File: src/rtl/multicycle_controller_pkg.sv
// Shared definitions for the multicycle MIPS controller: FSM states,
// opcode/funct constants, ALU control codes and datapath mux encodings.
package mips_pkg;

    // Controller states, 4-bit encoding. TRAP is only reachable when the
    // design is built with MC_ILLEGAL_TRAP_EN.
    typedef enum logic [3:0] {
        FETCH  = 4'd0,
        DECODE = 4'd1,
        MEMADR = 4'd2,
        MEMRD  = 4'd3,
        MEMWB  = 4'd4,
        MEMWR  = 4'd5,
        EXEC   = 4'd6,
        ALUWB  = 4'd7,
        BRANCH = 4'd8,
        ADDIEX = 4'd9,
        ADDIWB = 4'd10,
        JUMP   = 4'd11,
        TRAP   = 4'd12
    } state_t;

    // Operation class handed to the ALU decoder.
    typedef enum logic [1:0] {
        ALUOP_ADD   = 2'b00,
        ALUOP_SUB   = 2'b01,
        ALUOP_FUNCT = 2'b10
    } alu_op_t;

    // Opcodes (IR[31:26])
    localparam logic [5:0] OP_RTYPE = 6'b000000;
    localparam logic [5:0] OP_LW    = 6'b100011;
    localparam logic [5:0] OP_SW    = 6'b101011;
    localparam logic [5:0] OP_BEQ   = 6'b000100;
    localparam logic [5:0] OP_ADDI  = 6'b001000;
    localparam logic [5:0] OP_J     = 6'b000010;

    // R-type funct codes (IR[5:0])
    localparam logic [5:0] FN_ADD = 6'b100000;
    localparam logic [5:0] FN_SUB = 6'b100010;
    localparam logic [5:0] FN_AND = 6'b100100;
    localparam logic [5:0] FN_OR  = 6'b100101;
    localparam logic [5:0] FN_SLT = 6'b101010;

    // ALU control codes
    localparam logic [2:0] ALU_ADD = 3'b010;
    localparam logic [2:0] ALU_SUB = 3'b110;
    localparam logic [2:0] ALU_AND = 3'b000;
    localparam logic [2:0] ALU_OR  = 3'b001;
    localparam logic [2:0] ALU_SLT = 3'b111;

    // Datapath mux encodings
    localparam logic       IORD_PC       = 1'b0;
    localparam logic       IORD_ALUOUT   = 1'b1;
    localparam logic [1:0] PC_SRC_ALU    = 2'b00;
    localparam logic [1:0] PC_SRC_ALUOUT = 2'b01;
    localparam logic [1:0] PC_SRC_JUMP   = 2'b10;
    localparam logic       ALUA_PC       = 1'b0;
    localparam logic       ALUA_REG      = 1'b1;
    localparam logic [1:0] ALUB_REG      = 2'b00;
    localparam logic [1:0] ALUB_FOUR     = 2'b01;
    localparam logic [1:0] ALUB_IMM      = 2'b10;
    localparam logic [1:0] ALUB_IMM_SH2  = 2'b11;
    localparam logic       WA_RT         = 1'b0;
    localparam logic       WA_RD         = 1'b1;
    localparam logic       RES_ALUOUT    = 1'b0;
    localparam logic       RES_MEM       = 1'b1;

endpackage

File: src/rtl/multicycle_controller_if.sv
// Memory request/ready channel between the controller and the shared
// instruction/data memory.
//
// Handshake: the controller raises mem_req (with mem_we and sel_iord) and
// holds all three stable until a cycle in which mem_ready=1; the transfer
// completes in that cycle. mem_ready while mem_req=0 carries no meaning.
interface multicycle_controller_if;
    logic mem_req;
    logic mem_we;
    logic sel_iord;
    logic mem_ready;

    modport master (output mem_req, output mem_we, output sel_iord, input mem_ready);
    modport slave  (input mem_req, input mem_we, input sel_iord, output mem_ready);
endinterface

File: src/rtl/multicycle_controller_alu_decoder.sv
// ALU decoder: maps the controller's operation class and the R-type funct
// field onto the 3-bit alu_ctrl code; funct_valid drops for unsupported functs.
module alu_decoder
    import mips_pkg::*;
(
    input  alu_op_t    i_alu_op,
    input  logic [5:0] i_funct,
    output logic [2:0] o_alu_ctrl,
    output logic       o_funct_valid
);

    // Select the ALU operation; unsupported functs fall back to add.
    always_comb begin
        o_alu_ctrl    = ALU_ADD;
        o_funct_valid = 1'b1;
        case (i_alu_op)
            ALUOP_ADD: o_alu_ctrl = ALU_ADD;
            ALUOP_SUB: o_alu_ctrl = ALU_SUB;
            ALUOP_FUNCT: begin
                case (i_funct)
                    FN_ADD:  o_alu_ctrl = ALU_ADD;
                    FN_SUB:  o_alu_ctrl = ALU_SUB;
                    FN_AND:  o_alu_ctrl = ALU_AND;
                    FN_OR:   o_alu_ctrl = ALU_OR;
                    FN_SLT:  o_alu_ctrl = ALU_SLT;
                    default: o_funct_valid = 1'b0;
                endcase
            end
            default: o_alu_ctrl = ALU_ADD;
        endcase
    end

endmodule

File: src/rtl/multicycle_controller.sv
// Multicycle MIPS controller: Moore FSM sequencing fetch/decode/execute/
// memory/writeback and driving the datapath enables and mux selects.
// Optional build macro: MC_ILLEGAL_TRAP_EN -- illegal opcodes/functs enter a
// sticky TRAP state; without it they retire as a NOP.
module multicycle_controller
    import mips_pkg::*;
(
    input  logic                           clk,
    input  logic                           rst_n,
    input  logic [5:0]                     opcode,
    input  logic [5:0]                     funct,
    input  logic                           zero,
    multicycle_controller_if.master        mem,
    output logic                           ir_we,
    output logic                           pc_we,
    output logic [1:0]                     sel_pc_src,
    output logic                           sel_alu_a,
    output logic [1:0]                     sel_alu_b,
    output logic [2:0]                     alu_ctrl,
    output logic                           rf_we,
    output logic                           sel_wa,
    output logic                           sel_result,
    output logic                           retire,
    output logic                           illegal,
    output logic [3:0]                     dbg_state
);

    state_t     r_state;
    state_t     w_next;
    alu_op_t    w_alu_op;
    logic [2:0] w_alu_ctrl;
    logic       w_funct_valid;
    logic       w_illegal_path;
    logic       w_mem_req;
    logic       w_mem_we;
    logic       w_ir_we;
    logic       w_pc_we;
    logic       w_rf_we;
    logic       w_retire;
    logic       w_sel_iord;
    logic [1:0] w_sel_pc_src;
    logic       w_sel_alu_a;
    logic [1:0] w_sel_alu_b;
    logic       w_sel_wa;
    logic       w_sel_result;

    // ALU operation class depends on state only, keeping the decoder
    // outside the next-state loop.
    always_comb begin
        case (r_state)
            EXEC:    w_alu_op = ALUOP_FUNCT;
            BRANCH:  w_alu_op = ALUOP_SUB;
            default: w_alu_op = ALUOP_ADD;
        endcase
    end

    alu_decoder u_alu_decoder (
        .i_alu_op      (w_alu_op),
        .i_funct       (funct),
        .o_alu_ctrl    (w_alu_ctrl),
        .o_funct_valid (w_funct_valid)
    );

    // State register; reset returns to FETCH.
    always_ff @(posedge clk or negedge rst_n) begin
        if (!rst_n) begin
            r_state <= FETCH;
        end else begin
            r_state <= w_next;
        end
    end

    // Next-state and Moore outputs (enables also qualified by mem_ready/zero).
    always_comb begin
        w_next         = r_state;
        w_illegal_path = 1'b0;
        w_mem_req      = 1'b0;
        w_mem_we       = 1'b0;
        w_ir_we        = 1'b0;
        w_pc_we        = 1'b0;
        w_rf_we        = 1'b0;
        w_retire       = 1'b0;
        w_sel_iord     = IORD_PC;
        w_sel_pc_src   = PC_SRC_ALU;
        w_sel_alu_a    = ALUA_PC;
        w_sel_alu_b    = ALUB_REG;
        w_sel_wa       = WA_RT;
        w_sel_result   = RES_ALUOUT;
        case (r_state)
            FETCH: begin
                w_mem_req   = 1'b1;
                w_sel_alu_b = ALUB_FOUR;
                if (mem.mem_ready) begin
                    w_ir_we = 1'b1;
                    w_pc_we = 1'b1;
                    w_next  = DECODE;
                end
            end
            DECODE: begin
                // Branch target PC + (imm<<2) is precomputed into ALUOut.
                w_sel_alu_b = ALUB_IMM_SH2;
                case (opcode)
                    OP_LW, OP_SW: w_next = MEMADR;
                    OP_RTYPE:     w_next = EXEC;
                    OP_BEQ:       w_next = BRANCH;
                    OP_ADDI:      w_next = ADDIEX;
                    OP_J:         w_next = JUMP;
                    default:      w_illegal_path = 1'b1;
                endcase
            end
            MEMADR: begin
                w_sel_alu_a = ALUA_REG;
                w_sel_alu_b = ALUB_IMM;
                w_next      = (opcode == OP_SW) ? MEMWR : MEMRD;
            end
            MEMRD: begin
                w_mem_req  = 1'b1;
                w_sel_iord = IORD_ALUOUT;
                if (mem.mem_ready) begin
                    w_next = MEMWB;
                end
            end
            MEMWB: begin
                w_rf_we      = 1'b1;
                w_sel_wa     = WA_RT;
                w_sel_result = RES_MEM;
                w_retire     = 1'b1;
                w_next       = FETCH;
            end
            MEMWR: begin
                w_mem_req  = 1'b1;
                w_mem_we   = 1'b1;
                w_sel_iord = IORD_ALUOUT;
                if (mem.mem_ready) begin
                    w_retire = 1'b1;
                    w_next   = FETCH;
                end
            end
            EXEC: begin
                w_sel_alu_a = ALUA_REG;
                w_sel_alu_b = ALUB_REG;
                if (w_funct_valid) begin
                    w_next = ALUWB;
                end else begin
                    w_illegal_path = 1'b1;
                end
            end
            ALUWB: begin
                w_rf_we      = 1'b1;
                w_sel_wa     = WA_RD;
                w_sel_result = RES_ALUOUT;
                w_retire     = 1'b1;
                w_next       = FETCH;
            end
            BRANCH: begin
                w_sel_alu_a  = ALUA_REG;
                w_sel_alu_b  = ALUB_REG;
                w_sel_pc_src = PC_SRC_ALUOUT;
                w_pc_we      = zero;
                w_retire     = 1'b1;
                w_next       = FETCH;
            end
            ADDIEX: begin
                w_sel_alu_a = ALUA_REG;
                w_sel_alu_b = ALUB_IMM;
                w_next      = ADDIWB;
            end
            ADDIWB: begin
                w_rf_we      = 1'b1;
                w_sel_wa     = WA_RT;
                w_sel_result = RES_ALUOUT;
                w_retire     = 1'b1;
                w_next       = FETCH;
            end
            JUMP: begin
                w_sel_pc_src = PC_SRC_JUMP;
                w_pc_we      = 1'b1;
                w_retire     = 1'b1;
                w_next       = FETCH;
            end
`ifdef MC_ILLEGAL_TRAP_EN
            TRAP: begin
                w_next = TRAP;
            end
`endif
            default: begin
                w_next = FETCH;
            end
        endcase

        if (w_illegal_path) begin
`ifdef MC_ILLEGAL_TRAP_EN
            w_next = TRAP;
`else
            // Retire as a NOP; PC was already advanced in FETCH.
            w_next   = FETCH;
            w_retire = 1'b1;
`endif
        end
    end

`ifdef MC_ILLEGAL_TRAP_EN
    logic r_illegal;

    // Sticky trap flag, cleared only by reset.
    always_ff @(posedge clk or negedge rst_n) begin
        if (!rst_n) begin
            r_illegal <= 1'b0;
        end else if (w_next == TRAP) begin
            r_illegal <= 1'b1;
        end
    end

    assign illegal = r_illegal;
`else
    assign illegal = 1'b0;
`endif

    // Enables are forced low while reset is held, even though the state
    // already sits in FETCH.
    assign mem.mem_req  = w_mem_req & rst_n;
    assign mem.mem_we   = w_mem_we  & rst_n;
    assign mem.sel_iord = w_sel_iord;
    assign ir_we        = w_ir_we   & rst_n;
    assign pc_we        = w_pc_we   & rst_n;
    assign rf_we        = w_rf_we   & rst_n;
    assign retire       = w_retire  & rst_n;
    assign sel_pc_src   = w_sel_pc_src;
    assign sel_alu_a    = w_sel_alu_a;
    assign sel_alu_b    = w_sel_alu_b;
    assign alu_ctrl     = w_alu_ctrl;
    assign sel_wa       = w_sel_wa;
    assign sel_result   = w_sel_result;
    assign dbg_state    = r_state;

endmodule

File: src/flat_wrapper.sv
// flat-port wrapper written by rule: the top's interface ports become plain ports
module multicycle_controller_flat import mips_pkg::*;
  (clk, rst_n, opcode, funct, zero, ir_we, pc_we, sel_pc_src, sel_alu_a, sel_alu_b, alu_ctrl, rf_we, sel_wa, sel_result, retire, illegal, dbg_state, mem_mem_req, mem_mem_we, mem_sel_iord, mem_mem_ready);
  multicycle_controller_if mem_i ();
  input  logic clk;
  input  logic rst_n;
  input  logic [5:0] opcode;
  input  logic [5:0] funct;
  input  logic zero;
  output logic ir_we;
  output logic pc_we;
  output logic [1:0] sel_pc_src;
  output logic sel_alu_a;
  output logic [1:0] sel_alu_b;
  output logic [2:0] alu_ctrl;
  output logic rf_we;
  output logic sel_wa;
  output logic sel_result;
  output logic retire;
  output logic illegal;
  output logic [3:0] dbg_state;
  output wire logic [$bits(mem_i.mem_req)-1:0] mem_mem_req;
  output wire logic [$bits(mem_i.mem_we)-1:0] mem_mem_we;
  output wire logic [$bits(mem_i.sel_iord)-1:0] mem_sel_iord;
  input wire logic [$bits(mem_i.mem_ready)-1:0] mem_mem_ready;
  assign mem_mem_req = mem_i.mem_req;
  assign mem_mem_we = mem_i.mem_we;
  assign mem_sel_iord = mem_i.sel_iord;
  assign mem_i.mem_ready = mem_mem_ready;
  multicycle_controller u_core (.clk(clk), .rst_n(rst_n), .opcode(opcode), .funct(funct), .zero(zero), .mem(mem_i), .ir_we(ir_we), .pc_we(pc_we), .sel_pc_src(sel_pc_src), .sel_alu_a(sel_alu_a), .sel_alu_b(sel_alu_b), .alu_ctrl(alu_ctrl), .rf_we(rf_we), .sel_wa(sel_wa), .sel_result(sel_result), .retire(retire), .illegal(illegal), .dbg_state(dbg_state));
endmodule
File: config.mk
export PLATFORM = sky130hd
export DESIGN_NAME = multicycle_controller_flat
export DESIGN_NICKNAME = d
export VERILOG_FILES = /design/src/rtl/multicycle_controller_pkg.sv /design/src/rtl/multicycle_controller_if.sv /design/src/rtl/multicycle_controller_alu_decoder.sv /design/src/rtl/multicycle_controller.sv /design/src/flat_wrapper.sv
export SDC_FILE = /design/constraint.sdc
export NUM_CORES = 1
export LEC_CHECK = 0
export BUFFER_PORTS_ARGS = -buffer_cell sky130_fd_sc_hd__clkbuf_2
export CORE_MARGIN = 2
export CORE_UTILIZATION = 40
export DETAILED_ROUTE_END_ITERATION = 6
export PLACE_DENSITY = 0.72
export SLEW_MARGIN = 15
export SYNTH_ARGS = -nofsm -noshare
export SYNTH_HDL_FRONTEND = slang
export SYNTH_SLANG_ARGS = --single-unit
File: constraint.sdc
create_clock -name clk -period 1.6 [get_ports clk]
set_clock_uncertainty 0.2 [all_clocks]
set_input_delay 0.08 -clock clk [delete_from_list [all_inputs] [get_ports clk]]
set_output_delay 0.08 -clock clk [all_outputs]
set_load 0.005 [all_outputs]
Yosys cells after proc, flatten, opt, wreduce, memory -nomap -nowiden:

Cells that the tools add are included.

* reduce and logical (&&, ||, !) cells: 12
* divide/modulo/power cells: 0
* bitwise logic cells: 6
* multipliers: 0
* add/sub/neg operators: 0
* shifts and indexed selects: 0
* order comparisons: 0
* eq/ne operators: 28
* mux-type cells: 30

Operator list (number)
* $eq A6 B6 Y1 const B: 7
* $pmux W4 S7: 1
* $mux W4: 5
* $pmux W4 S5: 1
* $eq A4 B3 Y1 const B: 4
* $eq A4 B4 Y1 const B: 4
* $mux W1: 14
* $ne A3 B2 Y1 const B: 4
* $pmux W3 S4: 1
* $reduce_or A5 Y1: 2
* $eq A4 B2 Y1 const B: 2
* $pmux W2 S2: 2
* $ne A7 B1 Y1 const B: 1
* $and A1 B1 Y1: 6
* $eq A6 B2 Y1 const B: 1
* $eq A6 B3 Y1 const B: 1
* $eq A6 B4 Y1 const B: 1
* $logic_not A6 Y1: 1
* $pmux W2 S3: 1
* $pmux W3 S2: 1
* $reduce_or A2 Y1: 3
* $reduce_or A3 Y1: 2
* $reduce_or A6 Y1: 1
* $reduce_and A5 Y1: 1
* other kinds (8): 9

* word-level logic and storage cells: 77
* memory bits (read-only): 0
* memory bits (writable): 0
* latch bits: 0
* input bits: 16
* memories: 0
* bits in registers: 4

Logic depth before layout (Yosys ltp):

Gate-level depths: netlist of run 1.

* depth after elaboration: 8
* depth in mapped cells: 7

Cells and area by module:

Synthesis of run 1 repeated with hierarchy kept, for this count alone.

* cells, all modules: 104
* area, all modules: 779.5 um^2

By module, submodules not included
* multicycle_controller: instances 1, area each 620.6 um^2, cells an instance 84
* alu_decoder: instances 1, area each 158.9 um^2, cells an instance 20

Least setup slack after synthesis of run 1:

No wires, ideal clock.

* path type: register to output
* start point: reg u_core.r_state[3], in the netlist u_core.dbg_state[3]
* end point: out retire
* arrival time: 1.541 ns
* setup slack: -0.221 ns
* stages on the path, launching flop included: 7
* cell sequence: dfrtp_1 -> buf_2 -> nor2b_1 -> nand2_1 -> ha_1 -> a32o_2 -> o21a_1

* longest elaborated chain between the ends: 8
* elaborated cells between the ends (all ways): 17
* those cells by class: eq/ne (9); mux (6); bitwise (1); reduce/logical (1)

RTL lines
* start: declaration: line multicycle_controller.sv:28 `state_t r_state;`
* start signal: assignment: line multicycle_controller.sv:69 `r_state <= w_next;`
* $eq A4 B4 Y1 or $eq A4 B3 Y1 (tied branches): line multicycle_controller.sv:50, multicycle_controller.sv:89
* $pmux W2 S2: line multicycle_controller.sv:50 `case (r_state)`
* $eq A2 B2 Y1: line multicycle_controller_alu_decoder.sv:16 `case (i_alu_op)`
* $mux W1: line multicycle_controller_alu_decoder.sv:16
* $mux W1: line multicycle_controller.sv:142 `if (w_funct_valid) begin`
* $pmux W1 S2: line multicycle_controller.sv:89 `case (r_state)`
* $mux W1 *: line multicycle_controller.sv:191 `if (w_illegal_path) begin`
* $and A1 B1 Y1 *: line multicycle_controller.sv:227 `assign retire = w_retire & rst_n;`
* end: declaration: line flat_wrapper.sv:19 `output logic retire;`

Every way passes the cells marked *; elsewhere a longest branch is shown, timed or not.

Worst setup path after layout of run 1:

* start point: reg u_core.r_state[2], in the netlist u_core.dbg_state[2]
* end point: out retire

The elaborated chain is that of the path after synthesis.

==> out/metrics.cfg, run 1 <==
[layout]
drive_gt1_share_pct = 66.9
fill_cells = 88
largest_reg_flops = 4
n_antenna_cell = 0
syn_to_final_growth_pct = 107
nNetsFinal = 191

[synthesis]
yosysUniqueCellTypes = 44
yosysSeqAreaShare_pct = 13.9
synth_xor_area_share_pct = 3.65
ys.flop_type = dfrtp_1
synth-seq-cells = 4
synth_compound_area_share_pct = 25.6
yosys.area_share.simple_pct = 43.1
synthMuxAreaShare_pct = 2.96
synth_top_family_by_area = simple AND/OR/NAND/NOR gates
syn_nets = 121
yosysWarnings = 0
async_flop_share_pct = 100
synthAdderAreaFrac_pct = 3.48
netlist_area_um2 = 719
synth_edf_count = 0
postSynthCellCount = 103
synth.avg_cell_area_um2 = 6.98

[clock_tree]
clock-sinks = 4
cts_max_level = 1
cts_made_buffers = 3
cts_tree = done
clk_pin_slew_ns = 0.05
clock_latency_ns = 0.25
clockBufferDepth = 2
cts_root_buf = clkbuf_4

[floorplanning]
fp.dieH_um = 46.4
rows = 15
io_pins = 38
initial_core_util_pct = 42.1
die_area_mm2 = 0.00215
core_mm2 = 0.00171
dieWidth_um = 46.4

[setup_path]
r2r-end = u_core.dbg_state[2]
cp.arrival_ns = 1.67
max_stage_delay_ns = 0.48
critPathRequiredTime_ns = 1.32
cp_slowest_cell = dfrtp_2
r2r-start = u_core.dbg_state[1]
critPathLaunchType = register
r2r_cells = 5
critPathMaxFanout = 6
r2r_slack_ns = -0.25
critical_path_class = reg -> out
cp-end-kind = output port
cp_cell_sequence = nor2b_4 -> nand2_4 -> ha_4 -> a32o_2 -> o21a_1 -> clkbuf_2

[power]
power_mw = 2.55
total_leakage_power_nw = 0.690
p_per_area_mw_per_mm2 = 1710
ir_drop_uv = 1190

[place]
place_ws_ns = -0.125
dp_hpwl_mm = 1.87
gp_congestion = 0.886
portBuffers = 36

[timing]
slew_violations = 0
grt_setup_unrepaired = true
final_hold_viol_count = 0
clock.fmax_ghz = 0.513
fin_crit_ns = 1.95
fin_ws_ns = -0.351
fin_crit_sh_pct = 122
final-setup-viol-count = 17

[detailed_routing]
wl_per_cell_um = 20.5
num_vias = 1201
antenna_left = 0
drc = 0
routed_wl_mm = 4.04
avgViaCountPerCell = 6.10
drtPass1Iterations = 4
first_iter_violations = 62

[global_route]
track_usage_pct = 28.4
first_global_vias = 974
grt_pass1_wl_mm = 4.36
gr-total-overflow = 0
grt_max_degree = 12
antenna_found_initial = 0

[outcome]
status = finished, violations left
violations = negative setup slack

[flow_run]
cap_violations = 0

[hold_path]
holdCritPathClass = in -> async

==> stage by stage <==
step           TNS, ns  cells  hold slack [ns]  util [%]  area, um^2
6_report         -3.85    197           0.0428      87.3        1490
5_1_grt          -4.74    197           0.0575      87.3        1490
4_1_cts          -2.57    192          0.00224      76.8        1310
3_5_place_dp    -0.682    179           -0.269      64.2        1100
3_3_place_gp    -0.365    179           -0.270      64.2        1100
2_1_floorplan  -0.0505    103           -0.416         -         771
==> layer usage <==
metal  GRT usage (%)  wire length [um]
met1            32.8              1410
met2            55.0              2000
met3            1.96               372
met4            6.86               255
met5               0                 0
==> Yosys cell counts, types with 2 or more instances <==
cell type	instances	area share, %
a22oi_1	2	2.1
nor2b_1	5	4.3
dfrtp_1	4	14
nor3_1	4	2.8
ha_1	2	3.5
buf_4	2	2.1
nand2_1	13	6.8
a21oi_1	4	2.8
nor4_1	2	1.7
nand3_1	2	1.4
nor3b_1	4	4.2
o21ai_0	3	2.1
a31oi_1	2	1.7
buf_2	3	2.1
nor2_1	11	5.7
xnor2_1	2	2.4
nand2b_1	8	7.0
inv_1	4	2.1
==> cell type report <==
class,count,area (um^2),area share [%]
Clock buffer,4,26.3,1.76
Inverter,4,15.0,1.01
Multi-Input combinational cell,89,793,53.2
Sequential cell,4,105,7.05
Tap cell,25,31.3,2.10
Timing Repair Buffer,71,520,34.9
==> placed cells by master, fill, tap and decap left out, types with 3 or more instances in the layout <==
cell type / n
nand2b_4: 5
nand2_2: 3
dfrtp_2: 4
buf_2: 10
clkbuf_2: 25
buf_4: 21
o21ai_0: 3
nand2_1: 9
inv_1: 4
nand2b_1: 3
buf_6: 10
clkbuf_4: 3
nor2_1: 8
nor2b_4: 4
==> worst max-delay path: cells and delay by family, from the launching register on <==
kind | cells | cell delay [ns]
DFF | 1 | 0.48
buffers and inverters | 1 | 0.10
AOI/OAI and AO/OA | 2 | 0.42
adders and majority gates | 1 | 0.17
and+or+nand+nor | 2 | 0.26
==> power by group <==
part           internal [mW]  leakage, nW  switching (mW)
Combinational           1.16        0.628           0.986
Clock                 0.0948       0.0150          0.0599
Sequential             0.148       0.0466           0.107
==> timing repair <==
action / in CTS / in global routing
gates resized for setup: 28 / 37
endpoints found under the setup margin: 16 / 19
hold buffers: 2 / 0
hold endpoints to repair: 6 / 0
setup buffers: 7 / 6
pin swaps: 11 / 20
==> logic make-up after synthesis <==
group / after synthesis
and+or+nand+nor: 57
other: 1
muxes: 2
AOI/OAI and AO/OA: 24
buffers and inverters: 10
adders and majority gates: 2
xor gates and xnor gates: 3
DFF: 4
==> worst max path at each step <==
stage | startpoint | endpoint
global placement | u_core.dbg_state[0] | retire
detailed placement | u_core.dbg_state[0] | retire
CTS | u_core.dbg_state[1] | retire
finish | u_core.dbg_state[2] | retire
floorplan | u_core.dbg_state[3] | retire
global route | u_core.dbg_state[1] | retire
(Power assumes the default switching activity.)
==> run 2: changes to the inputs <==
- ABC_AREA: default -> 1
- CORE_ASPECT_RATIO: default -> 1.2
- CORE_UTILIZATION: 40 -> 44
- PLACE_DENSITY: 0.72 -> 0.75
- clock period: 1.6 -> 2.15 ns (I/O delays scaled with it)
==> run 2 against run 1 <==
Effect of this change:
- the flow now finishes without violations
- clock power decreased by 39%
- non-clock buffer count decreased by 28
- sequential power decreased by 44%
- register-to-register slack improved by 0.61 ns
- critical path type unchanged
- sequential cell count unchanged
- via count decreased by 16%
- largest cell class unchanged
- worst hold slack got worse by 0.022 ns
- first-iteration DRC count decreased by 77%
- utilization decreased by 23 points
==> out/metrics.cfg, run 2 <==
[layout]
drive_gt1_share_pct = 34.2  ; -33 points
final_cells = 208  ; +5.6%
design_area_mm2 = 0.00103  ; -31%
n_antenna_cell = 0  ; unchanged
syn_to_final_growth_pct = 41.1
largest_reg_flops = 4  ; unchanged
post-route-util_pct = 64.1  ; -23 points
layout_common_cells = 36 x nand2_1, 36 x clkbuf_2, 34 x nor2_1
nNetsFinal = 210  ; +9.9%

[power]
p_seq_share_pct = 14.3  ; +4.3 points
combPwrFrac_pct = 76.3  ; -7.6 points
ir_drop_uv = 507  ; -57%
total_leakage_power_nw = 0.614  ; -11%
switching_power_uw = 516  ; -55%
clockPowerShare_pct = 9.4  ; +3.3 points
p_per_area_mw_per_mm2 = 972  ; -43%
sw_frac_of_total_pct = 51.7  ; +6.5 points
power.internal_uw = 482  ; -66%

[floorplanning]
fp.dieH_um = 48.6  ; +4.6%
dieWidth_um = 41.1  ; -11%
rows = 16  ; +1
core_mm2 = 0.00160  ; -6.2%
initial_core_util_pct = 45.5  ; +3.3 points
die_area_mm2 = 0.00200  ; -7.3%
io_pins = 38  ; unchanged

[timing]
final-setup-viol-count = 0  ; -17
fin_crit_sh_pct = 95.8
clock.fmax_ghz = 0.486
slew_violations = 0  ; unchanged
fin_crit_ns = 2.06
final_hold_viol_count = 0  ; unchanged

[synthesis]
netlist_area_um2 = 728  ; +1.2%
synth-seq-cells = 4  ; unchanged
yosysSeqAreaShare_pct = 13.7  ; -0.17 points
synth.most_common_cell = nand2_1
synth_edf_count = 0  ; unchanged
syn_nets = 163  ; +35%
ys.flop_type = dfrtp_1
synth_largest_area_cell = nand2_1
synth_top_area_share_pct = 19.1  ; +5.2 points
yosys-top-cells-area = nand2_1 19%, nor2_1 18%, dfrtp_1 14%, inv_1 12%, nand3_1 12%
yosysWarnings = 0  ; unchanged
postSynthCellCount = 145  ; +41%
yosysUniqueCellTypes = 21  ; -52%
synthTopCellsByCount = 37 x nand2_1, 35 x nor2_1, 23 x inv_1
async_flop_share_pct = 100  ; unchanged
synth.avg_cell_area_um2 = 5.02  ; -28%

[clock_tree]
clock_latency_ns = 0.24  ; about the same
cts_tree = done
cts_made_buffers = 3  ; unchanged
clk_pin_slew_ns = 0.04  ; about the same
cts_max_level = 1  ; unchanged
clockBufferDepth = 2  ; unchanged
cts_root_buf = clkbuf_4
clock-sinks = 4  ; unchanged

[detailed_routing]
routed_wl_mm = 2.05  ; -49%
num_vias = 1013  ; -16%
first_iter_violations = 14  ; -77%
wl_per_cell_um = 9.83  ; -52%
drc = 0  ; unchanged
antenna_left = 0  ; unchanged
avgViaCountPerCell = 4.87  ; -20%
drtPass1Iterations = 4  ; unchanged

[setup_path]
max_stage_delay_ns = 0.42  ; -0.06 ns
path_common_cell = nand2_1
critPathMaxFanout = 4  ; -2
cp_slowest_cell = dfrtp_2
cp.arrival_ns = 1.75  ; +0.08 ns
critPathLaunchType = register
cp-end-kind = output port
r2r_cells = 11  ; +6
cp_cell_sequence = inv_2 -> nand2_1 -> nor2_2 -> inv_2 -> ha_4 -> nand2_1 -> nor2_1 -> nand2_1 -> nand3_1 -> nand2_1 -> inv_1 -> clkbuf_2
critPathRequiredTime_ns = 1.84  ; +0.52 ns
critical_path_class = reg -> out

[global_route]
antenna_found_initial = 0  ; unchanged
met2_usage_pct = 37.2  ; -18 points
top_usage_layer = met2
first_global_vias = 844  ; -13%
grt_pass1_wl_mm = 3.17  ; -27%
use_met3_pct = 2.75  ; +0.79 points
grt_max_degree = 9  ; -3
gr-total-overflow = 0  ; unchanged
met1_usage_pct = 26.1  ; -6.6 points
track_usage_pct = 21.1  ; -7.2 points

[place]
placed_cells = 199  ; +11%
gp_congestion = 0.868  ; -2.1%
dpl_cell_area_um2 = 931  ; -15%
portBuffers = 36  ; unchanged
dp_hpwl_mm = 1.68  ; -10%

[hold_path]
min_path_cells = 4
holdCritPathClass = in -> reg

[outcome]
status = finished, final reports clean

[flow_run]
cap_violations = 0  ; unchanged

## run 2: cell type report
type                            instances  area (um^2)
Inverter                               27          101
Timing Repair Buffer                   43          235
Clock buffer                            3         22.5
Fill cell                             172          574
Sequential cell                         4          104
Multi-Input combinational cell        113          542
Tap cell                               18         22.5
## run 2: final timing paths
kind,startpoint,endpoint,slack (ns)
min in group asynchronous,rst_n,u_core.dbg_state[2],0.04
worst max-delay path,u_core.dbg_state[0],retire,0.09
worst max register to register,u_core.dbg_state[0],u_core.dbg_state[1],0.36
max in group asynchronous,rst_n,u_core.dbg_state[3],1.52
worst min register to register,u_core.dbg_state[1],u_core.dbg_state[2],0.36
worst min-delay path,mem_mem_ready,u_core.dbg_state[1],0.02
## run 2: kinds of logic after synthesis
group | synth area share (%)
AND/OR/NAND/NOR | 59.6
buffers and inverters | 14.9
AO/OA/AOI/OAI | 7.73
flip-flops | 13.7
adder cells (fa/ha/maj) | 3.44
other | 0.515
## run 2: critical path, delay by kind of cell, from the launching register on
family | cells | cell delay, ns
fa+ha+maj | 1 | 0.16
buf+inv | 4 | 0.29
flops | 1 | 0.42
simple gates | 7 | 0.65
## run 2: power groups by stage
stage               combinational [mW]  clock [mW]  sequential, mW
floorplan                        0.444           0           0.149
global placement                 0.664           0           0.153
detailed placement               0.670           0           0.152
CTS                              0.674      0.0950           0.151
global route                     0.865       0.103           0.147
finish                           0.762      0.0938           0.142
## run 2: repair_timing
action / 4_1_cts / 5_1_grt
setup buffers: 0 / 5
hold buffers: 1 / 0
gates resized for setup: 0 / 10
hold endpoints to repair: 4 / 0
setup endpoints to repair: 0 / 3
## run 2: metal layers
layer,up-vias,part of all wire (%)
met5,-,0
met2,39,52
met4,0,1.2
met3,2,4.5
li1,540,-
met1,432,42
## run 2: through the flow
stage          setup TNS [ns]  total power [mW]  hold slack (ns)  setup WS [ns]
2_1_floorplan               0             0.593           -0.388          0.300
3_5_place_dp                0             0.822           -0.247          0.268
4_1_cts                     0             0.921           0.0197         0.0109
3_3_place_gp                0             0.816           -0.252          0.301
6_report                    0             0.998           0.0210         0.0909
5_1_grt               -0.0436              1.11           0.0585        -0.0436
==> run 3: changes to the inputs <==
- CORE_UTILIZATION: 44 -> 30
- PLACE_DENSITY: 0.75 -> default
==> run 3 against run 2 <==
Effect of this change:
- count of clock-buffer cells in the layout unchanged
- power down 1.3%
- setup slack better by 0.012 ns
- maximum frequency is 0.58% higher
- critical path depth decreased by 1
- final cell count is 5.8% higher
- sequential share of layout area is 0.22 points lower
- non-clock buffer count decreased by 1
- global-route usage shrank 6.0 points
- combinational power shrank 3.1%
- largest cell class unchanged
==> out/metrics.cfg, run 3 (synthesis gave the netlist of run 2 again) <==
[floorplanning]
io_pins = 38  ; unchanged
core_mm2 = 0.00231  ; +44%
fp.dieH_um = 58.0  ; +19%
dieWidth_um = 49.0  ; +19%
initial_core_util_pct = 31.6  ; -14 points
die_area_mm2 = 0.00284  ; +42%
rows = 19  ; +3

[power]
ir_drop_uv = 467  ; -7.9%
total_leakage_power_nw = 0.611  ; -0.49%
power_uw = 985  ; -1.3%
p_per_area_mw_per_mm2 = 950  ; -2.2%

[timing]
slew_violations = 0  ; unchanged
final-setup-viol-count = 0  ; unchanged
grt_setup_unrepaired = false
fin_crit_sh_pct = 95.2  ; -0.55 points
fin_setup_tns_ns = 0  ; unchanged
clock.fmax_ghz = 0.488  ; +0.58%
fin_ws_ns = 0.103  ; +0.0119 ns
hold_ws_ns = 0.00973  ; -0.0112 ns
fin_crit_ns = 2.05  ; -0.0119 ns
final_hold_viol_count = 0  ; unchanged

[global_route]
gr-total-overflow = 0  ; unchanged
antenna_found_initial = 0  ; unchanged
first_global_vias = 931  ; +10%
grt_max_degree = 9  ; unchanged
track_usage_pct = 15.1  ; -6.0 points
grt_pass1_wl_mm = 3.51  ; +10%

[setup_path]
cp_slowest_cell = dfrtp_1
r2r-start = u_core.dbg_state[3]
crit_end = retire
r2r-end = u_core.dbg_state[2]
cp_cell_sequence = inv_1 -> nand2_1 -> nor2_4 -> ha_4 -> nand2_1 -> nor2_1 -> nand2_2 -> nand3_1 -> nand2_1 -> inv_1 -> clkbuf_2
critical_path_class = reg -> out
critPathRequiredTime_ns = 1.84  ; about the same
r2r_cells = 9  ; -2
cp-end-kind = output port
crit_family = simple AND/OR/NAND/NOR gates
critPathMaxFanout = 5  ; +1
path_common_cell = nand2_1
critPathLaunchType = register
critPathBufInv = 3  ; -1
max_stage_delay_ns = 0.43  ; about the same
critical_path_cell_count = 11  ; -1
r2r_slack_ns = 0.46  ; +0.10 ns
startpoint = u_core.dbg_state[3]
cp.arrival_ns = 1.74  ; about the same

[layout]
design_area_mm2 = 0.00104  ; +0.97%
n_antenna_cell = 0  ; unchanged
drive_gt1_share_pct = 32.8  ; -1.4 points
syn_to_final_growth_pct = 42.4
layout_commonest_cell = clkbuf_2
largest_reg_flops = 4  ; unchanged
nNetsFinal = 209  ; -0.48%
layout_common_cells = 36 x clkbuf_2, 35 x nand2_1, 34 x nor2_1

[clock_tree]
clk_pin_slew_ns = 0.04  ; about the same
cts_max_level = 1  ; unchanged
clock-sinks = 4  ; unchanged
cts_tree = done
cts_root_buf = clkbuf_4
cts_made_buffers = 3  ; unchanged
clock_latency_ns = 0.23  ; about the same
clockBufferDepth = 2  ; unchanged

[flow_run]
cap_violations = 0  ; unchanged

[detailed_routing]
drtPass1Iterations = 4  ; unchanged
drc = 0  ; unchanged
first_iter_violations = 33  ; +19
antenna_left = 0  ; unchanged
avgViaCountPerCell = 4.61  ; -5.4%
num_vias = 1014  ; +0.099%
wl_per_cell_um = 9.68  ; -1.6%
routed_wl_mm = 2.13  ; +4.1%

[place]
dp_hpwl_mm = 1.74  ; +3.3%
gp_congestion = 0.819  ; -5.6%
place_ws_ns = 0.224  ; -0.0439 ns
dpl_cell_area_um2 = 947  ; +1.7%
portBuffers = 36  ; unchanged

[hold_path]
min_path_cells = 4  ; unchanged
holdCritPathClass = in -> reg

[outcome]
status = finished, final reports clean

-- run 3: cell types whose count changed in the layout (fill, tap and decap cells not counted) --
| cell | delta |
|---|---|
| nand2_1 | -1 |
| dfrtp_1 | +1 |
| dfrtp_2 | -1 |
| nand2_2 | +1 |
| inv_2 | -2 |
| inv_1 | +2 |
| buf_4 | -1 |
-- run 3: worst min path at each step --
stage / from / endpoint / slack (ns)
global placement: rst_n / u_core.dbg_state[2] / -0.25
global route: mem_mem_ready / u_core.dbg_state[1] / 0.04
detailed placement: rst_n / u_core.dbg_state[2] / -0.25
CTS: mem_mem_ready / u_core.dbg_state[1] / 0.006
finish: mem_mem_ready / u_core.dbg_state[1] / 0.01
floorplan: rst_n / u_core.dbg_state[0] / -0.39
-- run 3: final cells by class --
| class | count | area (um^2) |
|---|---|---|
| multi-input cells | 113 | 544 |
| inverters | 27 | 101 |
| flip-flops and latches | 4 | 103 |
| fillers | 267 | 1270 |
| repair buffers | 42 | 228 |
| clock buffers | 3 | 22.5 |
| well taps | 31 | 38.8 |
-- run 3: power breakdown --
| group | total, mW | internal (mW) | switching (mW) |
|---|---|---|---|
| Sequential | 0.154 | 0.111 | 0.0436 |
| Combinational | 0.738 | 0.299 | 0.439 |
| Clock | 0.0931 | 0.0624 | 0.0306 |
| Total | 0.985 | 0.472 | 0.513 |
-- run 3: what timing repair did --
action	4_1_cts	5_1_grt
endpoints found under the setup margin	1	3
hold buffers	1	0
pin swaps	0	1
resized for setup	3	5
hold endpoints to repair	4	0
setup buffers	0	4
cloned	0	0
-- run 3: metrics by stage --
stage | std cells | utilization, %
2_1_floorplan | 145 | -
3_3_place_gp | 212 | 41.1
3_5_place_dp | 212 | 41.1
4_1_cts | 216 | 42.8
5_1_grt | 220 | 45.0
6_report | 220 | 45.0
-- run 3: metal layers --
| metal | part of all wire (%) | wire length (um) | GRT usage, % | vias to the layer above |
|---|---|---|---|---|
| met3 | 3.1 | 66 | 1.03 | 2 |
| li1 | - | - | - | 541 |
| met5 | 0 | 0 | 0 | - |
| met4 | 0.47 | 10 | 6.12 | 0 |
| met2 | 52 | 1110 | 28.4 | 25 |
| met1 | 44 | 945 | 17.8 | 446 |
-- run 3: worst min-delay path, delay by kind of cell --
family	cells	cell delay [ns]
buffers and inverters	2	0.17
AO/OA/AOI/OAI	1	0.05
AND/OR/NAND/NOR	1	0.07
